<file path="config.mk">
export PLATFORM = sky130hd
export DESIGN_NAME = map_write_arbiter
export DESIGN_NICKNAME = d
export VERILOG_FILES = /design/src/rtl/map_write_arbiter.sv
export SDC_FILE = /design/constraint.sdc
export NUM_CORES = 1
export LEC_CHECK = 0
export ABC_AREA = 0
export CORE_MARGIN = 3
export CORE_UTILIZATION = 30
export CTS_CLUSTER_DIAMETER = 60
export CTS_CLUSTER_SIZE = 28
export DETAILED_ROUTE_END_ITERATION = 10
export PLACE_DENSITY = 0.7
export SLEW_MARGIN = 10
export SYNTH_ARGS = -nofsm -noshare
export SYNTH_HDL_FRONTEND = slang
export SYNTH_SLANG_ARGS = --single-unit
</file>
<file path="constraint.sdc">
create_clock -name CLOCK_50 -period 3.54 [get_ports CLOCK_50]
set_input_delay 0.354 -clock CLOCK_50 [delete_from_list [all_inputs] [get_ports CLOCK_50]]
set_output_delay 0.354 -clock CLOCK_50 [all_outputs]
set_load 0.01 [all_outputs]
</file>
<file path="src/rtl/map_write_arbiter.sv">
`default_nettype none
//============================================================================
// Module      : map_write_arbiter
// Description : Owns the single write port of the game-map tile RAM and
//               shares it between three movers (pacman, ghost1, ghost2).
//               Each granted move runs a fixed sequence: read the target
//               tile, erase the old cell, write the sprite at the new cell,
//               then pulse done to the requester.
// Build option: PILL_COUNT_EN - when defined, a saturating 16-bit counter
//               of pills eaten by pacman is built; otherwise pills_eaten_o
//               is tied to zero. Sequence timing is identical either way.
// Ports       :
//   CLOCK_50        in   system clock
//   reset           in   synchronous, active-high
//   req_i           in   [2:0]  level requests {g2,g1,pac}, held until done
//   curr_x_all_i    in   [17:0] {g2,g1,pac} current x, 6b each
//   curr_y_all_i    in   [14:0] {g2,g1,pac} current y, 5b each
//   next_x_all_i    in   [17:0] {g2,g1,pac} next x
//   next_y_all_i    in   [14:0] {g2,g1,pac} next y
//   ram_rdata_i     in   [TILE_W-1:0] map RAM read data (1-cycle latency)
//   ram_addr_o      out  [10:0] RAM address {y,x}
//   ram_wdata_o     out  [TILE_W-1:0] RAM write data
//   ram_we_o        out  RAM write enable (ERASE and WRITE only)
//   grant_o         out  [2:0] one-hot requester being served
//   done_o          out  [2:0] one-cycle "move committed" pulse
//   busy_o          out  high whenever not idle
//   pills_eaten_o   out  [15:0] pills eaten by pacman (optional)
// Revision    : 1.0 - initial release
//============================================================================
module map_write_arbiter #(
    parameter int                TILE_W      = 4,
    parameter logic [TILE_W-1:0] EMPTY_CODE  = 4'd0,
    parameter logic [TILE_W-1:0] PILL_CODE   = 4'd2,
    parameter logic [TILE_W-1:0] PACMAN_CODE = 4'd3,
    parameter logic [TILE_W-1:0] GHOST_CODE  = 4'd4
) (
    input  logic              CLOCK_50,
    input  logic              reset,
    input  logic [2:0]        req_i,
    input  logic [17:0]       curr_x_all_i,
    input  logic [14:0]       curr_y_all_i,
    input  logic [17:0]       next_x_all_i,
    input  logic [14:0]       next_y_all_i,
    input  logic [TILE_W-1:0] ram_rdata_i,
    output logic [10:0]       ram_addr_o,
    output logic [TILE_W-1:0] ram_wdata_o,
    output logic              ram_we_o,
    output logic [2:0]        grant_o,
    output logic [2:0]        done_o,
    output logic              busy_o,
    output logic [15:0]       pills_eaten_o
);

    typedef enum logic [2:0] {
        S_IDLE  = 3'd0,
        S_RD    = 3'd1,
        S_RDW   = 3'd2,
        S_ERASE = 3'd3,
        S_WRITE = 3'd4,
        S_DONE  = 3'd5
    } state_t;

    // Requester indices
    localparam logic [1:0] IDX_PAC = 2'd0;
    localparam logic [1:0] IDX_G1  = 2'd1;
    localparam logic [1:0] IDX_G2  = 2'd2;

    state_t            state_q, state_d;

    logic [1:0]        rr_q;          // round-robin search start
    logic [1:0]        win_q;         // requester being / last served
    logic [2:0]        grant_q;
    logic              mask_q;        // high for the first IDLE cycle after DONE

    logic [5:0]        cx_q, nx_q;    // latched coordinates of the winner
    logic [4:0]        cy_q, ny_q;

    logic [TILE_W-1:0] g1_saved_q;    // tile each ghost is standing on
    logic [TILE_W-1:0] g2_saved_q;
    logic [TILE_W-1:0] saved_new_q;   // tile under the ghost's destination

    logic [2:0]        w_elig;
    logic              w_found;
    logic [1:0]        w_win;
    logic [2:0]        w_sum;
    logic [1:0]        w_cand;
    logic              w_same;

    assign w_same = (cx_q == nx_q) && (cy_q == ny_q);

    //------------------------------------------------------------------------
    // Round-robin arbitration. The previous winner is removed from the
    // eligible set for one IDLE cycle so it cannot be re-granted on the very
    // cycle after its done pulse, giving the location controller time to
    // drop or update its request.
    //------------------------------------------------------------------------
    always_comb begin
        w_elig  = req_i;
        w_found = 1'b0;
        w_win   = rr_q;
        w_sum   = 3'd0;
        w_cand  = 2'd0;
        if (mask_q) begin
            case (win_q)
                IDX_PAC: w_elig[0] = 1'b0;
                IDX_G1:  w_elig[1] = 1'b0;
                IDX_G2:  w_elig[2] = 1'b0;
                default: w_elig    = req_i;
            endcase
        end
        // Walk the search order backwards so the candidate closest to the
        // pointer is the last one assigned and therefore wins.
        for (int k = 2; k >= 0; k--) begin
            w_sum = {1'b0, rr_q} + 3'(k);
            if (w_sum >= 3'd3) begin
                w_sum = w_sum - 3'd3;
            end
            w_cand = w_sum[1:0];
            if (w_elig[w_cand]) begin
                w_found = 1'b1;
                w_win   = w_cand;
            end
        end
    end

    //------------------------------------------------------------------------
    // FSM state register
    //------------------------------------------------------------------------
    always_ff @(posedge CLOCK_50) begin
        if (reset) begin
            state_q <= S_IDLE;
        end else begin
            state_q <= state_d;
        end
    end

    //------------------------------------------------------------------------
    // FSM next state and outputs
    //------------------------------------------------------------------------
    always_comb begin
        state_d     = state_q;
        ram_we_o    = 1'b0;
        ram_addr_o  = 11'd0;
        ram_wdata_o = EMPTY_CODE;
        done_o      = 3'b000;
        case (state_q)
            S_IDLE: begin
                if (w_found) begin
                    state_d = S_RD;
                end
            end
            S_RD: begin
                ram_addr_o = {ny_q, nx_q};
                state_d    = S_RDW;
            end
            S_RDW: begin
                ram_addr_o = {ny_q, nx_q};
                // A move onto its own cell has nothing to erase.
                state_d    = w_same ? S_WRITE : S_ERASE;
            end
            S_ERASE: begin
                ram_we_o   = 1'b1;
                ram_addr_o = {cy_q, cx_q};
                case (win_q)
                    IDX_G1:  ram_wdata_o = g1_saved_q;
                    IDX_G2:  ram_wdata_o = g2_saved_q;
                    default: ram_wdata_o = EMPTY_CODE;
                endcase
                state_d    = S_WRITE;
            end
            S_WRITE: begin
                ram_we_o    = 1'b1;
                ram_addr_o  = {ny_q, nx_q};
                ram_wdata_o = (win_q == IDX_PAC) ? PACMAN_CODE : GHOST_CODE;
                state_d     = S_DONE;
            end
            S_DONE: begin
                done_o  = grant_q;
                state_d = S_IDLE;
            end
            default: begin
                state_d = S_IDLE;
            end
        endcase
    end

    assign busy_o  = (state_q != S_IDLE);
    assign grant_o = grant_q;

    //------------------------------------------------------------------------
    // Datapath: grant latch, coordinates, ghost saved tiles
    //------------------------------------------------------------------------
    always_ff @(posedge CLOCK_50) begin
        if (reset) begin
            rr_q        <= IDX_PAC;
            win_q       <= IDX_PAC;
            grant_q     <= 3'b000;
            mask_q      <= 1'b0;
            cx_q        <= 6'd0;
            cy_q        <= 5'd0;
            nx_q        <= 6'd0;
            ny_q        <= 5'd0;
            g1_saved_q  <= EMPTY_CODE;
            g2_saved_q  <= EMPTY_CODE;
            saved_new_q <= EMPTY_CODE;
        end else begin
            mask_q <= (state_q == S_DONE);
            case (state_q)
                S_IDLE: begin
                    if (w_found) begin
                        win_q   <= w_win;
                        grant_q <= 3'b001 << w_win;
                        rr_q    <= (w_win == IDX_G2) ? IDX_PAC : w_win + 2'd1;
                        case (w_win)
                            IDX_G1: begin
                                cx_q <= curr_x_all_i[11:6];
                                cy_q <= curr_y_all_i[9:5];
                                nx_q <= next_x_all_i[11:6];
                                ny_q <= next_y_all_i[9:5];
                            end
                            IDX_G2: begin
                                cx_q <= curr_x_all_i[17:12];
                                cy_q <= curr_y_all_i[14:10];
                                nx_q <= next_x_all_i[17:12];
                                ny_q <= next_y_all_i[14:10];
                            end
                            default: begin
                                cx_q <= curr_x_all_i[5:0];
                                cy_q <= curr_y_all_i[4:0];
                                nx_q <= next_x_all_i[5:0];
                                ny_q <= next_y_all_i[4:0];
                            end
                        endcase
                    end
                end
                S_RDW: begin
                    // Ghosts only remember pills; anything else under them
                    // is restored as floor when they leave.
                    saved_new_q <= (ram_rdata_i == PILL_CODE) ? PILL_CODE
                                                              : EMPTY_CODE;
                end
                S_WRITE: begin
                    if (!w_same) begin
                        if (win_q == IDX_G1) begin
                            g1_saved_q <= saved_new_q;
                        end
                        if (win_q == IDX_G2) begin
                            g2_saved_q <= saved_new_q;
                        end
                    end
                end
                S_DONE: begin
                    grant_q <= 3'b000;
                end
                default: begin
                end
            endcase
        end
    end

    //------------------------------------------------------------------------
    // Optional pill counter
    //------------------------------------------------------------------------
`ifdef PILL_COUNT_EN
    logic        pill_hit_q;
    logic [15:0] pills_q;

    always_ff @(posedge CLOCK_50) begin
        if (reset) begin
            pill_hit_q <= 1'b0;
            pills_q    <= 16'd0;
        end else begin
            if (state_q == S_RDW) begin
                pill_hit_q <= (win_q == IDX_PAC) && (ram_rdata_i == PILL_CODE);
            end
            if ((state_q == S_WRITE) && pill_hit_q && (pills_q != 16'hFFFF)) begin
                pills_q <= pills_q + 16'd1;
            end
        end
    end

    assign pills_eaten_o = pills_q;
`else
    assign pills_eaten_o = 16'd0;
`endif

endmodule
`default_nettype wire

</file>
==> impl_metrics.env <==
export IMPL_rsz0062_at_grt="false"
export IMPL_wirelength_um=7683
export IMPL_fill_cells=872
export IMPL_synth_area_leaders="dfxtp_1, mux2i_1, a22oi_1"
export IMPL_cts_buffer_depth=2
export IMPL_hold_buffers=0
export IMPL_switchingPower_mw=1.442
export IMPL_synth_cells=354
export IMPL_clock_skew_ns=0.003308
export IMPL_syn_area_per_cell_um2=7.889
export IMPL_min_period_over_period_pct=87.88
export IMPL_synth_warnings=0
export IMPL_maxClockFrequency_mhz=321.4
export IMPL_rows=34
export IMPL_maxCapViolations=0
export IMPL_grt_pass1_vias=2580
export IMPL_port_buffers=96
export IMPL_grt_use_total_pct=14.78
export IMPL_antenna_found_initial=0
export IMPL_pwr_share_clk_pct=9.6
export IMPL_timing_rr_end="cy_q[4]"
export IMPL_total_power_mw=3.131
export IMPL_synth_top_area_share_pct=25.81
export IMPL_cp_start_kind="flip-flop"
export IMPL_viasPerCell=4.912
export IMPL_slew_headroom_pct=55.55
export IMPL_cp_startpoint="state_q[2]"
export IMPL_synth_edf_count=0
export IMPL_areaGrowthSynthToFinish_pct=37.59
export IMPL_start_util_pct=31.41
export IMPL_final_nets=524
export IMPL_cts_inserted_buffers=5
export IMPL_p_leak_nw=1.580
export IMPL_grt_pass1_wl_um=12410
export IMPL_route_detailed_drc=0
export IMPL_max_slew_worst_pin_slew_ns=0.6658
export IMPL_synthesis_area_um2=2793
export IMPL_crit_type="reg -> out"
export IMPL_grt_max_degree=45
export IMPL_cp_max_fo=20
export IMPL_drive_gt1_share_pct=6.818
export IMPL_gp_congestion=0.8100
export IMPL_dieArea_um2=10500
export IMPL_cp_arrival_ns=2.76
export IMPL_ys_types=47
export IMPL_cp_required_ns=3.19
export IMPL_synth_ff_type="dfxtp_1"
export IMPL_dr_pass1_iters=4
export IMPL_cts_htree_levels=2
export IMPL_synthArstFlopShare_pct=0
export IMPL_avgRoutedWirePerCell_um=14.02
export IMPL_cts_sinks=36
export IMPL_cts_tree="built"
export IMPL_num_vias=2692
export IMPL_yosysTopAreaCell="dfxtp_1"
export IMPL_post_cts_buffers=0
export IMPL_hp_class="reg -> reg"
export IMPL_cts_resized=0
export IMPL_clk_latency_ns=0.28
export IMPL_root_buffer="clkbuf_8"
export IMPL_intPower_mw=1.690
export IMPL_rrSetupSlack_ns=0.50
export IMPL_cts_reportedPaths_clkPinSlew_ns=0.07
export IMPL_p_per_area_nw_per_um2=814.9
export IMPL_comb_power_share_pct=68.2
export IMPL_core_area_um2=8891
export IMPL_worst_r2r_cell_count=13
export IMPL_sw_frac_of_total_pct=46.04
export IMPL_ioPinCount=114
export IMPL_endpoint="ram_addr_o[0]"
export IMPL_diodes=0
export IMPL_place_hpwl_um=5896
export IMPL_setup_violations=0
export IMPL_overflow=0
export IMPL_setup_tns_ns=0
export IMPL_die_y_um=102.5
export IMPL_die_w_um=102.5
export IMPL_r2r_start="win_q[0]"
export IMPL_ant_nets=0
export IMPL_power_frac_seq_pct=22.2
export IMPL_synth_seq_cells=36
export IMPL_end_kind="output pin"
export IMPL_drtIter0Drc=122
export IMPL_min_period_ns=3.111
export IMPL_ys_seq_area_share_pct=25.81
export IMPL_slew_violations=0
export IMPL_ir_worst_vdd_uv=335.0
export IMPL_run_status="complete, no violations"
export IMPL_final_hold_violation_count=0
==> layout make-up <==
class                      instances  area, um2  area share (%)
sequential                        36      720.7           18.76
clock inverter                     2      10.01          0.2605
timing repair buffer             106       1049           27.29
multi-input combinational        283       1819           47.35
tap                              108      135.1           3.517
clock buffer                       6      82.58           2.149
inverter                           7      26.28          0.6838
==> through the flow <==
step	worst slack (ns)	instance area, um2	utilization, %	std cells	hold WS, ns
after floorplan	0.6572	2853	-	370	0.4368
after global placement	0.4562	3750	42.18	540	0.4451
after detailed placement	0.3379	3750	42.18	540	0.4651
after CTS	0.4664	3842	43.22	548	0.4750
after global routing	0.08344	3842	43.22	548	0.5011
final	0.4289	3842	43.22	548	0.4724
==> power groups by stage <==
| stage | Clock, mW | Combinational [mW] | Sequential (mW) |
|---|---|---|---|
| floorplan | 0 | 1.73 | 0.635 |
| global placement | 0 | 2.12 | 0.696 |
| detailed placement | 0 | 2.16 | 0.700 |
| CTS | 0.311 | 2.17 | 0.692 |
| global route | 0.329 | 2.40 | 0.718 |
| finish | 0.302 | 2.14 | 0.694 |
==> critical path, cell delays in order (launching register included) <==
cell and delay, ns:
dfxtp_1 0.75, inv_1 0.23, nor3_2 0.41, buf_4 0.27
nand2_1 0.07, o21ai_0 0.13, clkdlybuf4s50_1 0.61
==> routing by layer <==
| metal | wire [um] | track usage (%) | vias up |
|---|---|---|---|
| met1 | 3229 | 18.06 | 1229 |
| li1 | - | - | 1383 |
| met4 | 53 | 3.027 | 0 |
| met2 | 3991 | 26.86 | 75 |
| met3 | 409 | 2.799 | 5 |
| met5 | 0 | 0 | - |
==> cell usage after synthesis, types with 7 or more instances <==
library cell and count:
xor2_1 11, dfxtp_1 36, clkbuf_1 16, a22oi_1 34
o21ai_0 15, ha_1 10, inv_1 7, buf_4 17
mux2i_1 31, nand2b_1 7, nand2_1 16, a21oi_1 26
nor2b_1 7, nor2_1 56
==> state kept, by name, indices dropped and copies added (netlist names) <==
name	cells
cx_q	6
nx_q	6
cy_q	5
ny_q	5
grant_o	3
state_q	3
rr_q	2
win_q	2
g1_saved_q	1
g2_saved_q	1
mask_q	1
saved_new_q	1
==> cell usage in the layout, fill, tap and decap left out, drive strengths merged, types with 3 or more instances in the layout <==
master,count
mux2i,31
nand3,5
conb,17
a22oi,34
nand2b,7
nor4,3
nand2,16
nand3b,3
xor2,11
inv,7
buf,10
nor3,4
and2,5
dfxtp,36
a211oi,3
a21oi,26
clkbuf,6
o21ai,15
nor2b,7
a21boi,3
mux2,4
ha,10
nor2,57
clkdlybuf4s50,96
and3,3
==> worst min path at each step <==
stage | from | endpoint | slack [ns] | depth (start not counted)
after global routing | g2_saved_q[1] | g2_saved_q[1] | 0.50 | 2
final | saved_new_q[1] | saved_new_q[1] | 0.47 | 2
after global placement | saved_new_q[1] | saved_new_q[1] | 0.45 | 2
after floorplan | saved_new_q[1] | saved_new_q[1] | 0.44 | 2
after CTS | saved_new_q[1] | saved_new_q[1] | 0.48 | 2
after detailed placement | saved_new_q[1] | saved_new_q[1] | 0.47 | 2
==> cell families after synthesis <==
logic type	count (synthesis)	synth area share (%)
AND/OR/NAND/NOR	116	19.62
multiplexers	35	12.72
other	1	0.1343
flip-flops	36	25.81
XOR/XNOR	11	3.450
adder cells (fa/ha/maj)	11	4.883
buffers and inverters	51	11.25
AO/OA/AOI/OAI	93	22.13
No activity file was read; power rests on OpenSTA's default activity.
